**config.mk**
```make
export PLATFORM = sky130hd
export DESIGN_NAME = fetch_redirect
export DESIGN_NICKNAME = d
export VERILOG_FILES = /design/src/rtl/fetch_redirect_pkg.sv /design/src/rtl/fetch_redirect_next_pc_sel.sv /design/src/rtl/fetch_redirect.sv
export SDC_FILE = /design/constraint.sdc
export NUM_CORES = 1
export LEC_CHECK = 0
export ABC_AREA = 1
export BUFFER_PORTS_ARGS = -buffer_cell sky130_fd_sc_hd__buf_2
export CAP_MARGIN = 5
export CORE_ASPECT_RATIO = 0.6
export CORE_UTILIZATION = 35
export DETAILED_ROUTE_END_ITERATION = 7
export GPL_ROUTABILITY_DRIVEN = 1
export PLACE_DENSITY = 0.69
export SLEW_MARGIN = 40
export SYNTH_ARGS = -nofsm -noshare
export SYNTH_HDL_FRONTEND = slang
export SYNTH_SLANG_ARGS = --single-unit
```
**constraint.sdc**
```tcl
create_clock -name clk -period 5.1 [get_ports clk]
set_input_delay 1.02 -clock clk [delete_from_list [all_inputs] [get_ports clk]]
set_output_delay 1.02 -clock clk [all_outputs]
set_load 0.05 [all_outputs]
```
**src/rtl/fetch_redirect_pkg.sv**
```systemverilog
// Shared fetch-stage definitions: redirect/IF-ID bus layouts, fetch FSM encoding
// and the reset/exception address defaults used by the CPU front end.
package fetch_redirect_pkg;

    localparam int unsigned ADDR_W  = 32;
    localparam int unsigned REDIR_W = ADDR_W + 1;
    localparam int unsigned IFID_W  = 2 * ADDR_W;

    localparam logic [ADDR_W-1:0] RESET_PC_DEF       = 32'h0000_0000;
    localparam logic [ADDR_W-1:0] EXC_ENTER_ADDR_DEF = 32'h0000_0000;
    localparam logic [ADDR_W-1:0] INST_BYTES         = 32'd4;

    typedef enum logic [1:0] {
        ST_REQ  = 2'd0,
        ST_WAIT = 2'd1,
        ST_HOLD = 2'd2,
        ST_DROP = 2'd3
    } fetch_state_e;

    // {valid, pc} layout shared by the exception and branch redirect buses.
    typedef struct packed {
        logic              valid;
        logic [ADDR_W-1:0] pc;
    } redirect_t;

    function automatic logic [ADDR_W-1:0] word_align(input logic [ADDR_W-1:0] addr);
        return addr & ~32'h0000_0003;
    endfunction

endpackage

```
**src/rtl/fetch_redirect_next_pc_sel.sv**
```systemverilog
// Next fetch address selection: exception beats flush, flush beats branch,
// and with no redirect the fetch walks forward sequentially.
module next_pc_sel
    import fetch_redirect_pkg::*;
(
    input  redirect_t         exc_i,
    input  logic              cancel_i,
    input  logic [ADDR_W-1:0] cancel_pc_i,
    input  redirect_t         jbr_i,
    input  logic [ADDR_W-1:0] seq_pc_i,
    output logic              redirect_o,
    output logic [ADDR_W-1:0] next_pc_o
);

    always_comb begin
        redirect_o = exc_i.valid | cancel_i | jbr_i.valid;
        if (exc_i.valid) begin
            next_pc_o = word_align(exc_i.pc);
        end else if (cancel_i) begin
            next_pc_o = cancel_pc_i;
        end else if (jbr_i.valid) begin
            next_pc_o = word_align(jbr_i.pc);
        end else begin
            next_pc_o = seq_pc_i;
        end
    end

endmodule

```
**src/rtl/fetch_redirect.sv**
```systemverilog
// Instruction fetch unit: one outstanding memory request at a time, with
// redirects from writeback (exception/flush) and decode (taken branches).
module fetch_redirect
    import fetch_redirect_pkg::*;
#(
    parameter logic [ADDR_W-1:0] RESET_PC       = RESET_PC_DEF,
    parameter logic [ADDR_W-1:0] EXC_ENTER_ADDR = EXC_ENTER_ADDR_DEF
) (
    input  logic               clk,
    input  logic               reset,
    input  logic [REDIR_W-1:0] exc_bus,
    input  logic               cancel,
    input  logic [REDIR_W-1:0] jbr_bus,
    input  logic               next_fetch,
    output logic               inst_req,
    output logic [ADDR_W-1:0]  inst_addr,
    input  logic               inst_addr_ok,
    input  logic               inst_data_ok,
    input  logic [ADDR_W-1:0]  inst_rdata,
    output logic               IF_valid,
    output logic [IFID_W-1:0]  IF_ID_bus,
    output logic [ADDR_W-1:0]  IF_pc
);

    // EXC_ENTER_ADDR only documents the vector; the live exception PC rides on exc_bus.
    if (EXC_ENTER_ADDR[1:0] != 2'b00) begin : g_exc_entry_misaligned
    end

    fetch_state_e      state_q, state_d;
    logic [ADDR_W-1:0] pc_q, pc_d;
    logic [ADDR_W-1:0] pending_q, pending_d;
    logic [IFID_W-1:0] ifid_q, ifid_d;

    redirect_t         exc, jbr, jbr_live;
    logic [ADDR_W-1:0] pc_plus4, cancel_pc, next_pc;
    logic              redirect;

    assign exc      = exc_bus;
    assign jbr      = jbr_bus;
    assign pc_plus4 = pc_q + INST_BYTES;

    // Branches from decode are stale once a drop is in flight.
    always_comb begin
        jbr_live       = jbr;
        jbr_live.valid = jbr.valid & (state_q != ST_DROP);
    end

    // A flush resumes after the instruction it killed, never re-fetching it.
    always_comb begin
        cancel_pc = pc_plus4;
        if (state_q == ST_REQ && !inst_addr_ok) begin
            cancel_pc = pc_q;
        end else if (state_q == ST_DROP) begin
            cancel_pc = pending_q;
        end
    end

    next_pc_sel u_next_pc_sel (
        .exc_i       (exc),
        .cancel_i    (cancel),
        .cancel_pc_i (cancel_pc),
        .jbr_i       (jbr_live),
        .seq_pc_i    (pc_plus4),
        .redirect_o  (redirect),
        .next_pc_o   (next_pc)
    );

    always_comb begin
        state_d   = state_q;
        pc_d      = pc_q;
        pending_d = pending_q;
        ifid_d    = ifid_q;
        unique case (state_q)
            ST_REQ: begin
                if (redirect && inst_addr_ok) begin
                    pending_d = next_pc;
                    state_d   = ST_DROP;
                end else if (redirect) begin
                    pc_d = next_pc;
                end else if (inst_addr_ok) begin
                    state_d = ST_WAIT;
                end
            end
            ST_WAIT: begin
                if (redirect && inst_data_ok) begin
                    pc_d    = next_pc;
                    state_d = ST_REQ;
                end else if (redirect) begin
                    pending_d = next_pc;
                    state_d   = ST_DROP;
                end else if (inst_data_ok) begin
                    ifid_d  = {pc_q, inst_rdata};
                    state_d = ST_HOLD;
                end
            end
            ST_HOLD: begin
                if (redirect || next_fetch) begin
                    pc_d    = next_pc;
                    state_d = ST_REQ;
                end
            end
            ST_DROP: begin
                if (redirect) begin
                    pending_d = next_pc;
                end
                if (inst_data_ok) begin
                    pc_d      = redirect ? next_pc : pending_q;
                    pending_d = '0;
                    state_d   = ST_REQ;
                end
            end
            default: state_d = ST_REQ;
        endcase
    end

    always_ff @(posedge clk or posedge reset) begin
        if (reset) begin
            state_q   <= ST_REQ;
            pc_q      <= word_align(RESET_PC);
            pending_q <= '0;
            ifid_q    <= '0;
        end else begin
            state_q   <= state_d;
            pc_q      <= pc_d;
            pending_q <= pending_d;
            ifid_q    <= ifid_d;
        end
    end

    // Requests are masked while reset is held so memory sees nothing until release.
    assign inst_req  = (state_q == ST_REQ) & ~reset;
    assign inst_addr = pc_q;
    assign IF_valid  = (state_q == ST_HOLD);
    assign IF_ID_bus = ifid_q;
    assign IF_pc     = pc_q;

endmodule

```
Word-level counts from Yosys, hierarchy flattened
Cells that the tools add are included.

storage, ports and cells
  bits in registers = 130
  input bits = 104

cells by class
  add/subtract/negate cells = 1
  eq/ne operators = 14
  multiplexer cells = 25
  bitwise gates (word level) = 7
  reductions and logical operators = 11

operator list
  operator                                                                number
  32-bit 2-to-1 mux                                                       14
  32-bit one-hot mux with 4 select lines                                  1
  32-bit one-hot mux with 3 select lines                                  1
  32-bit by 3-bit adder with 32-bit output (second input constant)        1
  2-bit 2-to-1 mux                                                        8
  2-bit != test (second input constant)                                   7
  5-bit AND reduction                                                     2
  2-bit one-hot mux with 4 select lines                                   1
  3-bit != test (second input constant)                                   2
  2-bit equality test (second input constant)                             2
  4-bit != test (second input constant)                                   1
  4-bit AND reduction                                                     1
  1-bit logical AND                                                       3
  1-bit NOT                                                               3
  3-bit AND reduction                                                     1
  3-bit nonzero test                                                      1
  1-bit AND                                                               2
  2-bit by 1-bit equality test with 1-bit output (second input constant)  1
  2-bit logical NOT                                                       1
  2-bit by 1-bit != test with 1-bit output (second input constant)        1
  1-bit OR                                                                2
  1-bit logical NOT                                                       1
  1-bit logical OR                                                        1

Longest topological paths before layout
  word-level depth = 8
  depth in mapped cells = 17
  gate-level depth less buffers = 17

Hierarchy
A second synthesis with hierarchy kept.

second synthesis, totals
  cells, all modules = 1363
  area, all modules = 8871.0 µm²

modules (own cells, without submodules)
  module          instances  cells an instance  area an instance (µm²)
  fetch_redirect  1          1093               7744.9
  next_pc_sel     1          270                1126.1

Least setup slack after synthesis
Ideal clock, no wire load.

  path kind = in2out
  start point = input reset
  end point = output inst_req
  data arrival time = 1.674 ns
  required time = 4.080 ns
  slack = 2.406 ns
  stages on the path = 1
  buffers on the path = 0
  path through = nor2_1

on the way
  longest elaborated chain between the ends = 2

RTL lines
  item                RTL line               RTL
  start: declaration  fetch_redirect.sv:10   input logic reset,
  1-bit NOT           fetch_redirect.sv:131  assign inst_req = (state_q == ST_REQ) & ~reset;
  1-bit AND           fetch_redirect.sv:131
  end: declaration    fetch_redirect.sv:15   output logic inst_req,

Every way passes these cells.

Final worst setup path
  start point = register state_q[1]
  end point = register pc_q[5], in the netlist IF_pc[5]

on the way
  longest elaborated chain between the ends = 8

RTL lines
  item                                         RTL line                                                RTL
  start: declaration                           fetch_redirect.sv:29                                    fetch_state_e state_q, state_d;
  start signal: assignment                     fetch_redirect.sv:123                                   state_q <= state_d;
  2-bit != test, or another cell as far along  fetch_redirect.sv:45                                    jbr_live.valid = jbr.valid & (state_q != ST_DROP);
  1-bit AND, or another cell as far along      fetch_redirect.sv:45
  32-bit 2-to-1 mux (on tied branches)         fetch_redirect_next_pc_sel.sv:21, fetch_redirect.sv:51
  32-bit 2-to-1 mux                            fetch_redirect_next_pc_sel.sv:19                        end else if (cancel_i) begin
  32-bit 2-to-1 mux                            fetch_redirect_next_pc_sel.sv:17                        if (exc_i.valid) begin
  32-bit 2-to-1 mux                            fetch_redirect.sv:78                                    end else if (redirect) begin
  32-bit 2-to-1 mux (on tied branches)         fetch_redirect.sv:106, fetch_redirect.sv:75
  32-bit one-hot mux with 4 select lines       fetch_redirect.sv:73                                    unique case (state_q)
  end signal: assignment                       fetch_redirect.sv:119                                   pc_q <= word_align(RESET_PC);
  end signal: assignment                       fetch_redirect.sv:124                                   pc_q <= pc_d;
  end: declaration                             fetch_redirect.sv:30                                    logic [ADDR_W-1:0] pc_q, pc_d;

Several ways; a longest one is shown, not always the timed one. The select of a mux whose other input is x is not followed.
A chain may end at the register's enable or synchronous reset.

==> results.py <==
metrics = {
    "worst_hold_path": {
        "hold_end": "IF_ID_bus[13]$_DFFE_PP0P_",
        "hold_depth": 1,
        "holdCritStartpoint": "IF_ID_bus[13]$_DFFE_PP0P_",
        "hold_class": "register to register",
    },
    "timing": {
        "slew-limit-headroom": 0.431,
        "setup_viol": 0,
        "finalCritPeriodShare": 0.636,
        "slew_viol_final": 0,
        "setup_ws_ns": 1.86,
        "max_freq_mhz": 308,
        "min_period_ns": 3.24,
        "rsz0062_at_grt": "no",
        "fin_skew_ns": 0.0101,
        "worst_slew_pin_slew_ns": 0.853,
        "hold_violations": 0,
        "setup_tns_ns": 0,
    },
    "place": {
        "dp_hpwl_mm": 21.9,
        "gp_congestion": 0.934,
        "post-place-cells": 1795,
        "port_buffers": 229,
        "placed_cell_area_um2": 10100,
        "preCtsSetupSlack_ns": 1.46,
    },
    "worst_setup_path": {
        "cp_data_arrival_time_ns": 3.55,
        "r2r_setup_slack_ns": 1.86,
        "crit_required_ns": 5.40,
        "crit_buf_inv": 3,
        "r2r_end": "IF_pc[5]$_DFFE_PP0P_",
        "slowest_stage": "inv_2",
        "crit_type": "register to register",
        "crit_fanout": 37,
        "r2r_cells": 12,
        "path_cells": "nand2_2 > nand2_4 > nand2_4 > inv_4 > nor3_2 > inv_1 > nand2_1 > nor3_4 > inv_2 > a21oi_1 > o21ai_0 > o21ai_0",
        "cpPeakStageDelay_ns": 0.57,
        "path_delay_family": "simple AND/OR/NAND/NOR gates",
        "end_kind": "register",
        "crit_path_start_kind": "register",
        "rr_startpoint": "state_q[1]$_DFFE_PP0P_",
    },
    "cts": {
        "path_clk_slew_ns": 0.06,
        "htree_levels": 4,
        "tritoncts": "yes",
        "cts_sinks": 130,
        "cts_hold_buffers": 0,
        "ctsResizeCount": 0,
        "cts_buffers": 17,
        "clk_path_buf_depth": 2,
        "postCtsSetupRepairBufs": 0,
        "cts_root_buf": "clkbuf_16",
        "worstSkewPairLatency_ns": 0.44,
    },
    "yosys": {
        "avgSynthCellArea_um2": 6.71,
        "synth_nets": 1436,
        "netlist_area_um2": 8920,
        "seq_area_frac_synth": 0.365,
        "synth_warnings": 0,
        "synth.ff_latch_count": 130,
        "ys_types": 36,
        "postSynthCellCount": 1331,
    },
    "die": {
        "initial_utilization": 0.363,
        "pin_count": 234,
        "dieArea_um2": 26200,
        "die_w_um": 208,
        "coreArea_um2": 24600,
        "die_h_um": 126,
        "core.rowCount": 44,
    },
    "global_routing": {
        "antenna_found_initial": 0,
        "grt_pass1_vias": 9034,
        "grt_max_degree": 74,
        "grt_usage": 0.247,
        "grt-ovfl-total": 0,
        "grt_pass1_wl_mm": 49.8,
    },
    "pwr": {
        "ir_drop_uv": 368,
        "internal_power_w": 0.00382,
        "switching_share": 0.571,
        "power.share.clock": 0.158,
        "seqPwrFrac": 0.237,
        "power.density_nw_per_um2": 829,
        "p_sw_w": 0.00509,
        "comb_power_share": 0.605,
        "p_leak_nw": 5.60,
    },
    "run_status": {
        "status": "finished, final reports clean",
    },
    "final_layout": {
        "final_layout_size_suffix_gt1_frac": 0.234,
        "n_antenna_cell": 0,
        "fin_area_um2": 10700,
        "syn2layout_area_growth_pct": 20.4,
        "fin_cells": 1827,
        "num-nets-final": 1597,
    },
    "drt": {
        "vias_per_cell": 5.28,
        "wl_mm": 31.7,
        "vias": 9652,
        "drtAntennaViolNets": 0,
        "drc": 0,
        "drt_iter0_drc": 1114,
        "drt-pass1-iter-count": 5,
        "post_drt_wl_per_cell_um": 17.4,
    },
    "flow_run": {
        "max_cap_violations": 0,
    },
}
[cells in the final DEF, fill, tap and decap left out, types with 3 or more instances in the layout]
cell | synthesis | routed
o21ai_1 | 13 | 13
nor2_1 | 129 | 129
o211ai_1 | 12 | 12
clkbuf_16 | 0 | 17
nand3_1 | 125 | 125
inv_1 | 118 | 117
a31oi_1 | 5 | 5
o21bai_1 | 9 | 9
o22ai_1 | 6 | 6
dfrtp_1 | 130 | 130
nand4_1 | 3 | 3
a21oi_1 | 146 | 145
buf_4 | 34 | 15
nand2_1 | 376 | 376
clkinvlp_4 | 0 | 3
o21ai_0 | 68 | 68
buf_2 | 21 | 229
nor2_2 | 3 | 3
inv_2 | 5 | 4
mux2_2 | 32 | 32
bufinv_16 | 0 | 5
xor2_1 | 7 | 7
or2_2 | 24 | 24
[per-stage QoR]
step           hold slack (ns)   util  power, W
5_1_grt                  0.518  0.437   0.00948
6_report                 0.500  0.437   0.00891
2_1_floorplan            0.495      -   0.00623
4_1_cts                  0.504  0.437   0.00888
3_3_place_gp             0.484  0.409   0.00734
3_5_place_dp             0.490  0.410   0.00745
[flip-flops by register name, summed over array words and instances (netlist names)]
signal / cells
IF_ID_bus: 64
IF_pc: 32
pending_q: 32
state_q: 2
[synthesized netlist by cell type, drive strengths merged]
cell type | count | area [um2]
nand2 | 379 | 1440
a21oi | 146 | 731
nor2 | 132 | 503
dfrtp | 130 | 3250
nand3 | 125 | 626
inv | 124 | 468
o21ai | 81 | 405
buf | 64 | 402
clkbuf | 40 | 150
mux2 | 32 | 360
or2 | 24 | 150
o211ai | 12 | 90.1
o21bai | 9 | 67.6
xor2 | 7 | 61.3
o22ai | 6 | 37.5
a31oi | 5 | 31.3
nand4 | 3 | 18.8
a22oi | 2 | 15.0
and2 | 2 | 12.5
nor3 | 2 | 26.3
nor4 | 2 | 33.8
ha | 1 | 12.5
nor3b | 1 | 12.5
o221ai | 1 | 8.76
xnor2 | 1 | 8.76
[power groups by stage]
stage	Clock (W)	Combinational (W)	Sequential, W
after floorplan	0	0.00291	0.00332
after global placement	0	0.00525	0.00209
after detailed placement	0	0.00534	0.00212
after CTS	0.00143	0.00535	0.00210
after global routing	0.00149	0.00581	0.00219
final	0.00141	0.00539	0.00211
[cell type report]
class,instances,area [um2]
fill,2543,13900
multi-input combinational,973,4670
sequential,130,3250
timing repair buffer,246,1290
inverter,124,474
clock buffer,20,457
tap,322,403
clock inverter,12,204
[cell families after synthesis]
logic type,Yosys count,synth area share
and+or+nand+nor,670,0.316
AOI/OAI and AO/OA,262,0.155
buffers and inverters,228,0.114
DFF,130,0.365
muxes,32,0.0404
xor gates and xnor gates,8,0.00785
adders and majority gates,1,0.00140
[layer usage]
| layer | vias up | share of wire | global-route usage |
|---|---|---|---|
| met5 | - | 0 | 0 |
| li1 | 4605 | - | - |
| met4 | 0 | 0.020 | 0.0828 |
| met1 | 4428 | 0.46 | 0.358 |
| met3 | 61 | 0.11 | 0.0576 |
| met2 | 558 | 0.41 | 0.361 |
[worst max path at each step]
stage / start / end / slack (ns) / cells past startpoint
6_report: state_q[1]$_DFFE_PP0P_ / IF_pc[5]$_DFFE_PP0P_ / 1.86 / 12
4_1_cts: state_q[1]$_DFFE_PP0P_ / IF_pc[5]$_DFFE_PP0P_ / 1.91 / 12
3_5_place_dp: jbr_bus[32] / IF_pc[5]$_DFFE_PP0P_ / 1.46 / 12
3_3_place_gp: jbr_bus[32] / IF_pc[5]$_DFFE_PP0P_ / 1.53 / 12
2_1_floorplan: reset / IF_ID_bus[0]$_DFFE_PP0P_ / 0.61 / 1
5_1_grt: state_q[1]$_DFFE_PP0P_ / IF_pc[5]$_DFFE_PP0P_ / 1.57 / 12
(Power assumes the default switching activity.)
